<file path="config.mk">
export PLATFORM = sky130hd
export DESIGN_NAME = fetch_sequencer
export DESIGN_NICKNAME = d
export VERILOG_FILES = /design/src/rtl/fetch_sequencer.sv
export SDC_FILE = /design/constraint.sdc
export NUM_CORES = 1
export LEC_CHECK = 0
export BUFFER_PORTS_ARGS = -buffer_cell sky130_fd_sc_hd__buf_4
export CAP_MARGIN = 20
export CORE_MARGIN = 5
export CORE_UTILIZATION = 55
export DETAILED_ROUTE_END_ITERATION = 6
export GPL_ROUTABILITY_DRIVEN = 1
export PLACE_DENSITY = 0.84
export SYNTH_ARGS = -nofsm -noshare
export SYNTH_HDL_FRONTEND = slang
export SYNTH_SLANG_ARGS = --single-unit
</file>
<file path="constraint.sdc">
create_clock -name clk -period 2.9 [get_ports clk]
set_input_delay 0.145 -clock clk [delete_from_list [all_inputs] [get_ports clk]]
set_output_delay 0.145 -clock clk [all_outputs]
set_load 0.02 [all_outputs]
</file>
<file path="src/rtl/fetch_sequencer.sv">
// Instruction fetch sequencer: owns the PC register write port, runs the imem
// request/ready handshake and feeds IF/ID through a one-entry hold buffer.
//
// state   | meaning
// --------+---------------------------------------------------------------
// S_BOOT  | reset/boot: reload RESET_PC into the PC register, no request
// S_FETCH | request outstanding at PC; redirects arriving early are queued
// S_HOLD  | fetched word parked because IF/ID stalled; no request
module fetch_sequencer #(
  parameter logic [31:0] RESET_PC = 32'h0000_3000
) (
  input  logic        clk,
  input  logic        rst_n,
  input  logic [31:0] PC,
  output logic        isPCWrite,
  output logic [31:0] data,
  output logic        imem_req,
  output logic [31:0] imem_addr,
  input  logic        imem_ready,
  input  logic [31:0] imem_rdata,
  input  logic        stall,
  input  logic        redirect_valid,
  input  logic [31:0] redirect_target,
  output logic [31:0] inst,
  output logic [31:0] inst_pc,
  output logic        inst_valid
);

  typedef enum logic [1:0] {
    S_BOOT  = 2'd0,
    S_FETCH = 2'd1,
    S_HOLD  = 2'd2
  } state_t;

  state_t      r_state;
  state_t      w_next_state;

  logic        r_pend_valid;
  logic [31:0] r_pend_target;
  logic [31:0] r_hold_inst;
  logic [31:0] r_hold_pc;
  logic [31:0] r_inst;
  logic [31:0] r_inst_pc;
  logic        r_inst_valid;

  logic [31:0] w_pc_plus4;
  logic [31:0] w_pc_next;
  logic        w_pc_write;
  logic        w_req;
  logic        w_deliver;
  logic [31:0] w_deliver_inst;
  logic [31:0] w_deliver_pc;
  logic        w_pend_set;
  logic        w_pend_clr;
  logic        w_hold_load;

  assign w_pc_plus4 = PC + 32'd4;

  always_comb begin
    w_next_state   = r_state;
    w_pc_write     = 1'b0;
    w_pc_next      = w_pc_plus4;
    w_req          = 1'b0;
    w_deliver      = 1'b0;
    w_deliver_inst = imem_rdata;
    w_deliver_pc   = PC;
    w_pend_set     = 1'b0;
    w_pend_clr     = 1'b0;
    w_hold_load    = 1'b0;

    case (r_state)
      S_BOOT: begin
        w_pc_write   = 1'b1;
        w_pc_next    = RESET_PC;
        w_next_state = S_FETCH;
      end

      S_FETCH: begin
        w_req = 1'b1;
        if (!imem_ready) begin
          // PC must not move while the request is outstanding
          w_pend_set = redirect_valid;
        end else if (redirect_valid || r_pend_valid) begin
          w_pc_write = 1'b1;
          w_pc_next  = redirect_valid ? redirect_target : r_pend_target;
          w_pend_clr = 1'b1;
        end else if (!stall) begin
          w_deliver  = 1'b1;
          w_pc_write = 1'b1;
        end else begin
          w_hold_load  = 1'b1;
          w_next_state = S_HOLD;
        end
      end

      S_HOLD: begin
        if (redirect_valid) begin
          w_pc_write   = 1'b1;
          w_pc_next    = redirect_target;
          w_next_state = S_FETCH;
        end else if (!stall) begin
          w_deliver      = 1'b1;
          w_deliver_inst = r_hold_inst;
          w_deliver_pc   = r_hold_pc;
          w_pc_write     = 1'b1;
          w_next_state   = S_FETCH;
        end
      end

      default: begin
        w_next_state = S_BOOT;
      end
    endcase
  end

  always_ff @(posedge clk or negedge rst_n) begin
    if (!rst_n) begin
      r_state <= S_BOOT;
    end else begin
      r_state <= w_next_state;
    end
  end

  // A newer redirect overwrites an older one still waiting for the word
  always_ff @(posedge clk or negedge rst_n) begin
    if (!rst_n) begin
      r_pend_valid  <= 1'b0;
      r_pend_target <= 32'd0;
    end else if (w_pend_clr) begin
      r_pend_valid <= 1'b0;
    end else if (w_pend_set) begin
      r_pend_valid  <= 1'b1;
      r_pend_target <= redirect_target;
    end
  end

  always_ff @(posedge clk or negedge rst_n) begin
    if (!rst_n) begin
      r_hold_inst <= 32'd0;
      r_hold_pc   <= 32'd0;
    end else if (w_hold_load) begin
      r_hold_inst <= imem_rdata;
      r_hold_pc   <= PC;
    end
  end

  always_ff @(posedge clk or negedge rst_n) begin
    if (!rst_n) begin
      r_inst       <= 32'd0;
      r_inst_pc    <= 32'd0;
      r_inst_valid <= 1'b0;
    end else begin
      r_inst_valid <= w_deliver;
      if (w_deliver) begin
        r_inst    <= w_deliver_inst;
        r_inst_pc <= w_deliver_pc;
      end
    end
  end

  assign isPCWrite  = w_pc_write;
  assign data       = w_pc_next & 32'hFFFF_FFFC;
  assign imem_req   = w_req;
  assign imem_addr  = PC;
  assign inst       = r_inst;
  assign inst_pc    = r_inst_pc;
  assign inst_valid = r_inst_valid;

endmodule

</file>
==> impl_metrics.yaml <==
worst_setup_path:
  crit_path_top_delay_cell: "sky130_fd_sc_hd__dfrtp_1"
  critical-path-top-delay-family: "buffers and inverters"
  critical_path_required_ns: 2.76
  timing.critical_path.cells: "inv_1 -> ha_1 -> a21oi_1 -> nor2b_2 -> buf_4 -> a22oi_1 -> or2_2 -> nand3_1 -> buf_4"
  critPathArrivalTime_ns: 2.60
  cp_common_cell: "sky130_fd_sc_hd__buf_4"
  worstSetupEndpointType: "output pin"
  critPathBufInv: 3
  max_incr_delay_on_cp_ns: 0.42
  crit_path_start_kind: "register"
  critical_path_class: "reg2out"
  timing.critical_path.fanout_max: 27
cells_and_area:
  post_route_cells_drive_above_1_share: 0.379
  register_area_sq_mm: 0.00405
  multi_input_gate_area_in_the_final_layout_sq_mm: 0.00354
  nFillCells: 906
  antenna_cells: 0
  net_count_of_the_finished_layout: 1084
  final_core_util: 0.764
  area_delta_synth_final_pct: 37.2
power_and_ir_drop:
  p_seq_frac: 0.382
  combinational_power_share: 0.382
  net-switching-power_mw: 3.59
  powerDensity_mw_per_mm2: 923
  cell_internal_pwr_mw: 6.62
  irDropWorstVdd_v: 0.000501
  static-leakage-power_nw: 4.97
  p_sw_frac: 0.352
  power.share.clock: 0.236
grt:
  initial_antenna_violation_count: 0
  wire_length_of_the_first_global_routing_pass_um: 34800
  grt_overflow_total: 0
  grt_start_max_net_pins: 130
  first_global_vias: 6545
  gr-usage-all-layers: 0.261
sta:
  period_share: 0.945
  final.setup.worst_slack_ns: 0.159
  timing.slew.headroom: 0.495
  worst-slew-pin-transition_ns: 0.755
  timing.final.max_slew_violations: 0
  grt_setup_unrepaired: "no"
  min_period_ns: 2.74
  max_clock_freq_ghz: 0.365
  fin_tns_setup_ns: 0
  hold_violations: 0
  finalSetupViolations: 0
  skew_ns: 0.00716
cts:
  cts.sinks: 162
  clock_insertion_delay_worst_skew_ns: 0.43
  cts_max_level: 4
  clock_root_buffer_master: "sky130_fd_sc_hd__clkbuf_16"
  cts-buffers-inserted: 17
  clk_pin_slew_worst_paths_ns: 0.06
  cts.path.max_buffers: 2
  cts_tree: "built"
yosys:
  synthDominantCellAreaShare: 0.503
  part_of_the_yosys_area_used_for_sequential_elements: 0.503
  fraction_of_the_mapped_netlist_area_in_compound_gates: 0.105
  post_synth_fa_ha_maj_area_fraction: 0.00776
  yosysWarningCount: 0
  synthDominantAreaCellType: "sky130_fd_sc_hd__dfrtp_1"
  mux_cell_area_share_after_synthesis: 0.208
  post_synth_num_cell_types: 39
  synth.area.top_cells: "sky130_fd_sc_hd__dfrtp_1, sky130_fd_sc_hd__mux2_2, sky130_fd_sc_hd__mux2i_1"
  count_of_mapped_cells_out_of_synthesis: 729
  largest_family_of_logic_cells_by_synthesized_area: "multiplexers"
  yosys_register_bits: 162
  post_synth_and_or_nand_nor_area_fraction: 0.0859
  synthXorXnorAreaFrac: 0.0293
  syn_avg_cell_area_sq_um: 11.1
  mappedNetlistArea_sq_mm: 0.00807
route:
  via_per_inst: 5.66
  starting_drc_count_in_detailed_routing: 488
  drt-wirelength-per-cell_um: 19.2
  detailroute.via_count: 6645
  routed_wirelength_um: 22500
  drcViolationCount: 0
  ant_nets: 0
  first_pass_iters: 6
placed_design:
  io_buffers: 227
  gpl.final_weighted_congestion: 0.815
  detailedPlacementHpwl_um: 14100
  placement.setup.worst_slack_ns: 0.635
floorplan:
  die_h_um: 131
  rows: 44
  die_area_sq_mm: 0.0172
  die-width_um: 131
  core_area_sq_mm: 0.0145
  initial_utilization: 0.557
  io_pins: 232
flow_run:
  max_cap_viol_count: 0
status:
  outcome: "completed"
worst_hold_path:
  min_path_type: "in2reg"
-- state kept, by name, summed over array words and instances (netlist names) --
| name | count |
|---|---|
| inst | 32 |
| inst_pc | 32 |
| inst_valid | 1 |
| r_hold_inst | 32 |
| r_hold_pc | 32 |
| r_pend_target | 30 |
| r_pend_valid | 1 |
| r_state | 2 |
-- path summary, 6_finish.rpt --
kind / cells after the start / slack [ns] / end / startpoint
max: 9 / 0.16 / data[31] / r_state[0]$_DFFE_PN0P_
min: 2 / 0.02 / r_hold_pc[26]$_DFFE_PN0P_ / PC[26]
max reg2reg: 7 / 0.77 / r_hold_inst[18]$_DFFE_PN0P_ / r_state[1]$_DFFE_PN0P_
min reg2reg: 2 / 0.48 / inst[27]$_DFFE_PN0P_ / inst[27]$_DFFE_PN0P_
max in group asynchronous: 3 / 1.71 / r_hold_pc[7]$_DFFE_PN0P_ / rst_n
min in group asynchronous: 2 / 0.25 / r_pend_target[29]$_DFFE_PN0P_ / rst_n
-- worst register-to-register path: stages (launching register included) --
cell and delay (ns):
sky130_fd_sc_hd__dfrtp_1 0.42, sky130_fd_sc_hd__inv_1 0.09, sky130_fd_sc_hd__ha_2 0.31, sky130_fd_sc_hd__nand2_1 0.14, sky130_fd_sc_hd__nor2_1 0.15, sky130_fd_sc_hd__and2_4 0.17
sky130_fd_sc_hd__buf_12 0.32, sky130_fd_sc_hd__mux2_2 0.42
-- metrics by stage --
stage,power [mW],hold slack [ns],instance area [sq um],cells
global placement,7.53,0.135,9720,1072
global route,10.8,0.0116,11100,1175
floorplan,6.08,-0.151,8070,730
detailed placement,7.71,0.135,9720,1072
CTS,10.2,0.000831,11100,1175
finish,10.2,0.0229,11100,1175
-- layout by cell type (no fill, tap or decap), types with 19 or more instances in the layout --
| cell type | count |
|---|---|
| sky130_fd_sc_hd__a22oi_1 | 22 |
| sky130_fd_sc_hd__o21ai_0 | 67 |
| sky130_fd_sc_hd__mux2i_1 | 62 |
| sky130_fd_sc_hd__nand2_1 | 75 |
| sky130_fd_sc_hd__mux2_2 | 94 |
| sky130_fd_sc_hd__o22ai_1 | 28 |
| sky130_fd_sc_hd__xor2_1 | 19 |
| sky130_fd_sc_hd__dfrtp_1 | 162 |
| sky130_fd_sc_hd__dlygate4sd3_1 | 71 |
| sky130_fd_sc_hd__buf_4 | 234 |
-- area by class of cell --
| type | count | area share |
|---|---|---|
| clock inverters | 13 | 0.0180 |
| well taps | 184 | 0.0208 |
| flip-flops and latches | 162 | 0.366 |
| inverters | 7 | 0.00237 |
| repair buffers | 311 | 0.233 |
| clock buffers | 19 | 0.0391 |
| multi-input cells | 479 | 0.320 |
-- cell usage after synthesis --
library cell and instances:
sky130_fd_sc_hd__dfrtp_1 162, sky130_fd_sc_hd__mux2_2 94, sky130_fd_sc_hd__nand2_1 75, sky130_fd_sc_hd__o21ai_0 67, sky130_fd_sc_hd__mux2i_1 62, sky130_fd_sc_hd__buf_4 35, sky130_fd_sc_hd__clkbuf_1 28, sky130_fd_sc_hd__o22ai_1 28
sky130_fd_sc_hd__a22oi_1 22, sky130_fd_sc_hd__xor2_1 19, sky130_fd_sc_hd__nand3_1 18, sky130_fd_sc_hd__buf_2 17, sky130_fd_sc_hd__nor2_1 15, sky130_fd_sc_hd__a21oi_1 12, sky130_fd_sc_hd__nand4_1 9, sky130_fd_sc_hd__xnor2_1 8
sky130_fd_sc_hd__inv_1 7, sky130_fd_sc_hd__and3_1 6, sky130_fd_sc_hd__nand2b_1 6, sky130_fd_sc_hd__ha_1 5, sky130_fd_sc_hd__nor2b_1 5, sky130_fd_sc_hd__a21boi_0 3, sky130_fd_sc_hd__a32oi_1 3, sky130_fd_sc_hd__a221oi_1 2
sky130_fd_sc_hd__and2_1 2, sky130_fd_sc_hd__buf_1 2, sky130_fd_sc_hd__nor3_1 2, sky130_fd_sc_hd__nor3_2 2, sky130_fd_sc_hd__o211ai_1 2, sky130_fd_sc_hd__or2_2 2, sky130_fd_sc_hd__a22o_1 1, sky130_fd_sc_hd__conb_1 1
sky130_fd_sc_hd__nand2_2 1, sky130_fd_sc_hd__nand3_2 1, sky130_fd_sc_hd__nor4b_4 1, sky130_fd_sc_hd__o21a_1 1, sky130_fd_sc_hd__o2bb2ai_1 1, sky130_fd_sc_hd__o31ai_1 1, sky130_fd_sc_hd__or4_1 1
-- repair_timing --
item                                    4_1_cts  5_1_grt
hold buffers                                 71        0
endpoints found under the setup margin        0        1
buffers inserted                              0        0
gates resized for setup                       0        1
endpoints found under the hold margin       122        0
-- power by group through the flow --
stage	Sequential, mW	Combinational (mW)	Clock [mW]
detailed placement	3.90	3.81	0
CTS	3.87	3.90	2.45
global placement	3.83	3.69	0
global route	4.01	4.19	2.56
finish	3.90	3.90	2.41
floorplan	4.25	1.83	0
-- cell families (layout without fill, tap and decap cells) --
family,after synthesis,in the layout
mux,156,156
flops,162,162
other cells,1,2
simple gates,146,146
xor+xnor,27,27
compound gates,143,143
buf+inv,89,350
fa+ha+maj,5,5
-- per-layer routing --
metal	global-route usage	vias to the layer above	wire length, um
met4	0.102	0	588
met2	0.439	267	11500
met3	0.0628	47	1730
li1	-	3052	-
met5	0	-	0
met1	0.326	3279	8730
Note: power is estimated with default switching activity, not from simulation.
